File: config.mk
export PLATFORM = sky130hd
export DESIGN_NAME = relu_arbiter
export DESIGN_NICKNAME = d
export VERILOG_FILES = /design/src/rtl/relu_arbiter.sv
export SDC_FILE = /design/constraint.sdc
export NUM_CORES = 1
export LEC_CHECK = 0
export CORE_AREA = 5 5 71 73
export DETAILED_ROUTE_END_ITERATION = 6
export DIE_AREA = 0 0 76 78
export PLACE_DENSITY = 0.85
export RECOVER_POWER = 100
export SYNTH_ARGS = -nofsm -noshare
export SYNTH_HDL_FRONTEND = slang
export SYNTH_SLANG_ARGS = --single-unit
File: constraint.sdc
create_clock -name clk -period 4.2 [get_ports clk]
set_input_delay 0.42 -clock clk [delete_from_list [all_inputs] [get_ports clk]]
set_output_delay 0.42 -clock clk [all_outputs]
set_load 0.03 [all_outputs]
File: src/rtl/relu_arbiter.sv
// Round-robin arbiter sharing one ReLU datapath among NREQS requesters, with a registered output slot.
// Optional clipped-input counter enabled by defining RELU_ARBITER_ZERO_COUNT_EN.
module relu_arbiter #(
    parameter int NBITS = 16,
    parameter int NREQS = 4
) (
    input  logic                       clk,
    input  logic                       rst,
    input  logic [NREQS-1:0]           req_val,
    output logic [NREQS-1:0]           req_rdy,
    input  logic [NREQS*NBITS-1:0]     req_data,
    output logic                       resp_val,
    input  logic                       resp_rdy,
    output logic [NBITS-1:0]           resp_data,
    output logic [$clog2(NREQS)-1:0]   resp_id,
    output logic [15:0]                zero_count
);

    localparam int IDW = $clog2(NREQS);

    logic             respValQ, respValD;
    logic [NBITS-1:0] respDataQ, respDataD;
    logic [IDW-1:0]   respIdQ, respIdD;
    logic [IDW-1:0]   ptrQ, ptrD;

    logic             grantValid;
    logic [IDW-1:0]   grantIdx;
    logic [NBITS-1:0] selData;
    logic [NBITS-1:0] reluData;
    logic             slotFree;
    logic             xfer;

    // Scan downward over offsets so the smallest offset from the pointer wins.
    always_comb begin
        logic [IDW:0] idx;
        grantValid = 1'b0;
        grantIdx   = '0;
        idx        = '0;
        for (int i = NREQS - 1; i >= 0; i--) begin
            idx = {1'b0, ptrQ} + (IDW+1)'(i);
            if (idx >= (IDW+1)'(NREQS)) begin
                idx = idx - (IDW+1)'(NREQS);
            end
            if (req_val[idx[IDW-1:0]]) begin
                grantValid = 1'b1;
                grantIdx   = idx[IDW-1:0];
            end
        end
    end

    always_comb begin
        selData = '0;
        for (int i = 0; i < NREQS; i++) begin
            if (IDW'(i) == grantIdx) begin
                selData = req_data[i*NBITS +: NBITS];
            end
        end
    end

    assign reluData = selData[NBITS-1] ? '0 : selData;
    assign slotFree = !respValQ || resp_rdy;
    assign xfer     = rst && grantValid && slotFree;

    // The ready path sees only valids, resp_rdy and reset, never the request data.
    always_comb begin
        req_rdy           = '0;
        req_rdy[grantIdx] = xfer;
    end

    always_comb begin
        respValD  = respValQ;
        respDataD = respDataQ;
        respIdD   = respIdQ;
        ptrD      = ptrQ;
        if (xfer) begin
            respValD  = 1'b1;
            respDataD = reluData;
            respIdD   = grantIdx;
            ptrD      = (grantIdx == IDW'(NREQS - 1)) ? '0 : grantIdx + 1'b1;
        end else if (resp_rdy) begin
            respValD  = 1'b0;
        end
    end

    always_ff @(posedge clk or negedge rst) begin
        if (!rst) begin
            respValQ  <= 1'b0;
            respDataQ <= '0;
            respIdQ   <= '0;
            ptrQ      <= '0;
        end else begin
            respValQ  <= respValD;
            respDataQ <= respDataD;
            respIdQ   <= respIdD;
            ptrQ      <= ptrD;
        end
    end

    assign resp_val  = respValQ;
    assign resp_data = respDataQ;
    assign resp_id   = respIdQ;

`ifdef RELU_ARBITER_ZERO_COUNT_EN
    logic [15:0] zeroCountQ, zeroCountD;

    // Saturating count of transfers whose input was clipped to zero.
    always_comb begin
        zeroCountD = zeroCountQ;
        if (xfer && selData[NBITS-1] && (zeroCountQ != 16'hFFFF)) begin
            zeroCountD = zeroCountQ + 16'd1;
        end
    end

    always_ff @(posedge clk or negedge rst) begin
        if (!rst) begin
            zeroCountQ <= '0;
        end else begin
            zeroCountQ <= zeroCountD;
        end
    end

    assign zero_count = zeroCountQ;
`else
    assign zero_count = 16'd0;
`endif

endmodule

## Word-level counts from Yosys, hierarchy flattened

Cells that the tools add are included.
Widths: inputs -> output; s select.

| storage, ports and cells | value |
|---|---|
| word-level logic and storage cells | 64 |
| register bits after elaboration | 21 |
| bits of input ports | 71 |

| cells by class | value |
|---|---|
| bitwise gates (word level) | 1 |
| reductions and logical operators | 7 |
| magnitude comparators | 10 |
| mux-type cells | 30 |
| equality and inequality tests | 4 |
| $add $sub $neg | 8 |

Operator list:

| kind | count |
|---|---|
| $mux 16 | 4 |
| $mux 2 | 9 |
| $lt 2x3->1 const B | 5 |
| $mux 15 | 1 |
| $mux 1 | 11 |
| $ge 3x3->1 const B | 3 |
| $bmux 1 s2 | 4 |
| $sub 2x1->2 const B | 4 |
| $add 2x2->3 const B | 2 |
| $and 4x4->4 | 1 |
| $eq 2x2->1 const A | 2 |
| $add 2x1->3 const B | 1 |
| $ge 2x3->1 const B | 1 |
| $logic_and 1x1->1 | 3 |
| $add 2x1->2 const B | 1 |
| $demux 1 s2 | 1 |
| $eq 1x2->1 const A | 1 |
| $eq 2x2->1 const B | 1 |
| $ge 2x1->1 const B | 1 |
| $logic_not 2->1 | 1 |
| $reduce_bool 2->1 | 1 |
| $logic_not 1->1 | 1 |
| $logic_or 1x1->1 | 1 |

## Logic depth before layout (Yosys ltp)

| logic depth | value |
|---|---|
| depth in word-level cells | 15 |
| depth in mapped cells | 12 |

## Worst setup path after synthesis

Ideal clock, no wire load.

| timing | value |
|---|---|
| path kind | reg-to-output |
| from | reg ptrQ[1] |
| to | out req_rdy[1] |
| path buffers | 2 |
| data required time | 3.780 ns |
| cell stages (with the launch flop) | 7 |
| slack | 1.942 ns |
| arrival time | 1.838 ns |
| cells stage by stage | dfrtp_1 > nand2b_1 > a311oi_2 > ha_1 > buf_6 > clkbuf_1 > and2_1 |

| on the way | value |
|---|---|
| cells in the longest elaborated chain, start to end | 14 |
| elaborated cells on any way between the ends | 39 |

Ends and longest elaborated chain:

| what | line | source |
|---|---|---|
| start, declared | 24 | `logic [IDW-1:0] ptrQ, ptrD;` |
| start signal, assigned | 95 | `ptrQ <= ptrD;` |
| $add 2x2->3 | 40 | `idx = {1'b0, ptrQ} + (IDW+1)'(i);` |
| $ge 3x3->1 / $sub 2x1->2 (equally long branches) | 41, 42 |  |
| $mux 2 | 41 | `if (idx >= (IDW+1)'(NREQS)) begin` |
| $bmux 1 s2 | 44 | `if (req_val[idx[IDW-1:0]]) begin` |
| $mux 1 (not written as such) | 44 |  |
| $mux 2 (3 in a row) | 44 |  |
| $mux 2 (*) | 44 |  |
| named net grantIdx[0] | 27 | `logic [IDW-1:0] grantIdx;` |
| $lt 2x3->1 (not written as such) / $ge 2x1->1 (equally long branches) | 67 | `req_rdy[grantIdx] = xfer;` |
| $logic_and 1x1->1 (not written as such) | 67 |  |
| $mux 1 (not written as such) | 67 |  |
| $demux 1 s2 (*) | 67 |  |
| $and 4x4->4 (no source line) (*) | n/a |  |
| end, declared | 10 | `output logic [NREQS-1:0] req_rdy,` |

Mark *: on every way through the listed nets, which the timed path passes. The rest lies on a longest branch. The select of a mux whose other input is x is not followed.

## Final worst setup path

| timing | value |
|---|---|
| from | in req_val[3] |
| to | reg respDataQ[10], in the netlist resp_data[10] |

| on the way | value |
|---|---|
| cells in the longest elaborated chain, start to end | 12 |
| elaborated cells on any way between the ends | 27 |

Ends and longest elaborated chain:

| what | line | source |
|---|---|---|
| start, declared | 9 | `input logic [NREQS-1:0] req_val,` |
| $bmux 1 s2 | 44 |  |
| $mux 1 (not written as such) | 44 |  |
| $mux 2 (3 in a row) | 44 |  |
| $mux 2 (*) | 44 |  |
| named net grantIdx[1] | 27 |  |
| $logic_not 2->1 | 54 | `if (IDW'(i) == grantIdx) begin` |
| $mux 16 (3 in a row) | 54 |  |
| $mux 16 (*) | 54 |  |
| $mux 15 (*) | 60 | `assign reluData = selData[NBITS-1] ? '0 : selData;` |
| end signal, assigned | 93 | `respDataQ <= respDataD;` |
| end, declared | 22 | `logic [NBITS-1:0] respDataQ, respDataD;` |

Marked as above.
A chain may end at the register's enable or synchronous reset.

==> flow_summary_export.csv <==
group,metric,value,unit
critical_path,cp_cell_sequence,"clkdlybuf4s50_1, nand2b_1, o2bb2ai_1, o22a_1, inv_1, ha_1, nor2b_1, a221oi_1, o21ai_4, o21ai_0",
power,switchingPower,549,uW
critical_path,crit_slowest_cell,"nor2b_1",
sta,finalCriticalPeriod,3.43,ns
cts,post-cts-setup-buffers,0,
critical_path,critPathMaxFanout,16,
cts,htreeDepth,1,
finish,syn2layout_area_growth,50.8,%
sta,timing.setup.tns,0,ns
global_routing,grt_remaining_overflow,0,
placed_design,portBuffers,92,
cts,max-clock-path-buffers,2,
synth,synthCells,183,
routing,drt_iter0_drc,98,
synth,synth_top_flop_cell,"dfrtp_1",
synth,yosysTopAreaCellShare,30.8,%
critical_path,crit_type,"primary input to register",
sta,finalCritPeriodShare,81.6,%
cts,cts_sinks,20,
power,pwr-share-comb,63.6,%
critical_path,arrival,3.54,ns
critical_path,critPathRequiredTime,4.32,ns
routing,drc,0,
sta,max_slew.worst_pin.slew,1.10,ns
cts,clockRootBuffer,"clkbuf_8",
power,p_leak,1.12,nW
sta,slew_headroom,26.4,%
worst_hold_path,hold_path_class,"register to register",
synth,synth.distinct_cells,31,
routing,vias,1651,
routing,drtPass1Iterations,4,
synth,ys_top_cells_by_count,"nand2_1 (22), dfrtp_1 (20), a21oi_1 (18), buf_4 (18), inv_1 (17)",
die,die_area,5930,um^2
job,cap_viol_max_count,0,
power,p_int,666,uW
sta,final_hold_viol_count,0,
finish,layout-drive-gt1-share,5.24,%
global_routing,grt_max_degree,33,
sta,skew,0.00141,ns
cts,clock_latency,0.26,ns
routing,vias_per_cell,5.18,
cts,post_cts_resize_count,0,
cts,numCtsBuffers,3,
synth,avgSynthCellArea,8.87,um^2
finish,multiInputGateArea,818,um^2
cts,hold_buffers,0,
die,initial_utilization,37.8,%
sta,rsz0062_at_grt,"false",
power,clkPwrFrac,12.1,%
power,seqPwrFrac,24.3,%
routing,drt-total-wl,5.28,mm
routing,antenna_left,0,
die,rows,24,
critical_path,cpPeakStageDelay,0.89,ns
die,core,4290,um^2
global_routing,antenna_found_initial,0,
sta,slew_violations,0,
placed_design,post-place-cells,315,
power,swShare,45.2,%
power,ir_drop,170,uV
synth,synth_area_leaders,"dfrtp_1 (31%), a221o_1 (8.6%), buf_4 (8.3%), a22oi_1 (6.5%), a21oi_1 (5.5%)",
synth,yosysTopAreaCell,"dfrtp_1",
finish,fin_util,57.1,%
placed_design,hpwl,4.23,mm
synth,yosysSeqAreaShare,30.8,%
power,p_per_area,496,nW/um^2
synth,syn-cell-area,1620,um^2
finish,fillCellCount,406,
die,fp.dieW,76,um
sta,fmax,292,MHz
die,die_h,78,um
cts,clk_pin_slew,0.07,ns
finish,register_area,500,um^2
routing,wire_per_inst,16.6,um
synth,yosysMostFrequentCell,"nand2_1",
cts,cts_tree,"built",
die,num_io_pins,110,
finish,nets,343,
synth,synth-warning-count,0,
finish,diodes,0,
global_routing,grt_pass1_vias,1536,
sta,timing.final.setup_violations,0,
critical_path,end_kind,"register",
synth,synth_edf_count,0,
synth,async_reset_ff_share,100,%
critical_path,start_kind,"primary input",
global_routing,grt_first_pass_wirelength,7.76,mm
outcome,status,"finished, final reports clean",
placed_design,globalplace.congestion,0.781,
power,power.total,1.21,mW
synth,synth-seq-cells,20,
global_routing,grtUsageTotal,16.2,%
finish,fin_cells,319,
## area by class of cell
class                      instances  share of cell area, %
sequential                        20                   20.4
multi-input combinational        130                   33.4
inverter                          17                   2.60
clock buffer                       4                   2.25
tap                               52                   2.66
timing repair buffer              96                   38.7
## metal layers
layer  vias to the layer above  global-route usage (%)  share of wire, %  wire (um)
li1                        780                       -                 -          -
met1                       766                    19.0                38       2030
met2                        94                    27.2                51       2690
met3                        11                    4.63               8.4        445
met4                         0                    7.65               2.3        121
met5                         -                       0                 0          0
## layout by cell type (no fill, tap or decap), drive strengths merged
cell            n
o2bb2ai         1
mux2i           1
a22oi          14
dfrtp          20
a311oi          1
a221oi          2
nor2            3
buf             3
a21oi          18
inv            17
clkdlybuf4s50  68
dlygate4sd3    24
mux2            1
o21ai          16
o41ai           1
o31ai           1
nor2b           2
ha              4
conb           17
and2            4
a221o          14
o22a            1
nand2          22
nand2b          6
clkbuf          5
or2             1
## power by group through the flow
stage	combinational (mW)	sequential, mW	clock, mW
3_5_place_dp	0.838	0.301	0
3_3_place_gp	0.819	0.296	0
2_1_floorplan	0.499	0.402	0
6_report	0.773	0.295	0.147
5_1_grt	0.836	0.302	0.157
4_1_cts	0.843	0.297	0.150
## kinds of logic (layout without fill, tap and decap cells)
family	Yosys count	after routing	synth area share, %
AO/OA/AOI/OAI	69	69	34.5
multiplexers	2	2	1.54
adder cells (fa/ha/maj)	4	4	3.08
AND/OR/NAND/NOR	38	38	10.9
buffers and inverters	49	117	18.9
other	1	17	0.231
flip-flops	20	20	30.8
## state kept, by name, indices dropped and copies added (netlist names)
register and flops:
ptrQ 2, resp_data 15, resp_id 2, resp_val 1
## worst max-delay path, delay by kind of cell
family | cells | cell delay (ns)
adder cells (fa/ha/maj) | 1 | 0.31
buffers and inverters | 2 | 0.62
AO/OA/AOI/OAI | 5 | 1.19
AND/OR/NAND/NOR | 2 | 1.01
## through the flow
stage | cell area [um^2] | worst slack, ns | hold slack (ns)
after global placement | 2460 | 0.861 | 0.462
final | 2450 | 0.775 | 0.480
after detailed placement | 2460 | 0.709 | 0.471
after CTS | 2510 | 0.881 | 0.487
after global routing | 2450 | 0.461 | 0.499
after floorplan | 1680 | 1.94 | 0.124
## path summary, 6_finish.rpt
| path | to | cells after the start | start | slack, ns |
|---|---|---|---|---|
| setup / recovery | resp_data[10] | 10 | req_val[3] | 0.77 |
| setup reg to reg | resp_data[10] | 9 | ptrQ[1] | 0.93 |
| hold / removal | resp_data[12] | 2 | resp_data[12] | 0.48 |
| min in group asynchronous | resp_data[10] | 2 | rst | 1.01 |
| max in group asynchronous | resp_data[6] | 2 | rst | 2.54 |
| hold reg to reg | resp_data[12] | 2 | resp_data[12] | 0.48 |
Power figures use the tool's default switching activity.
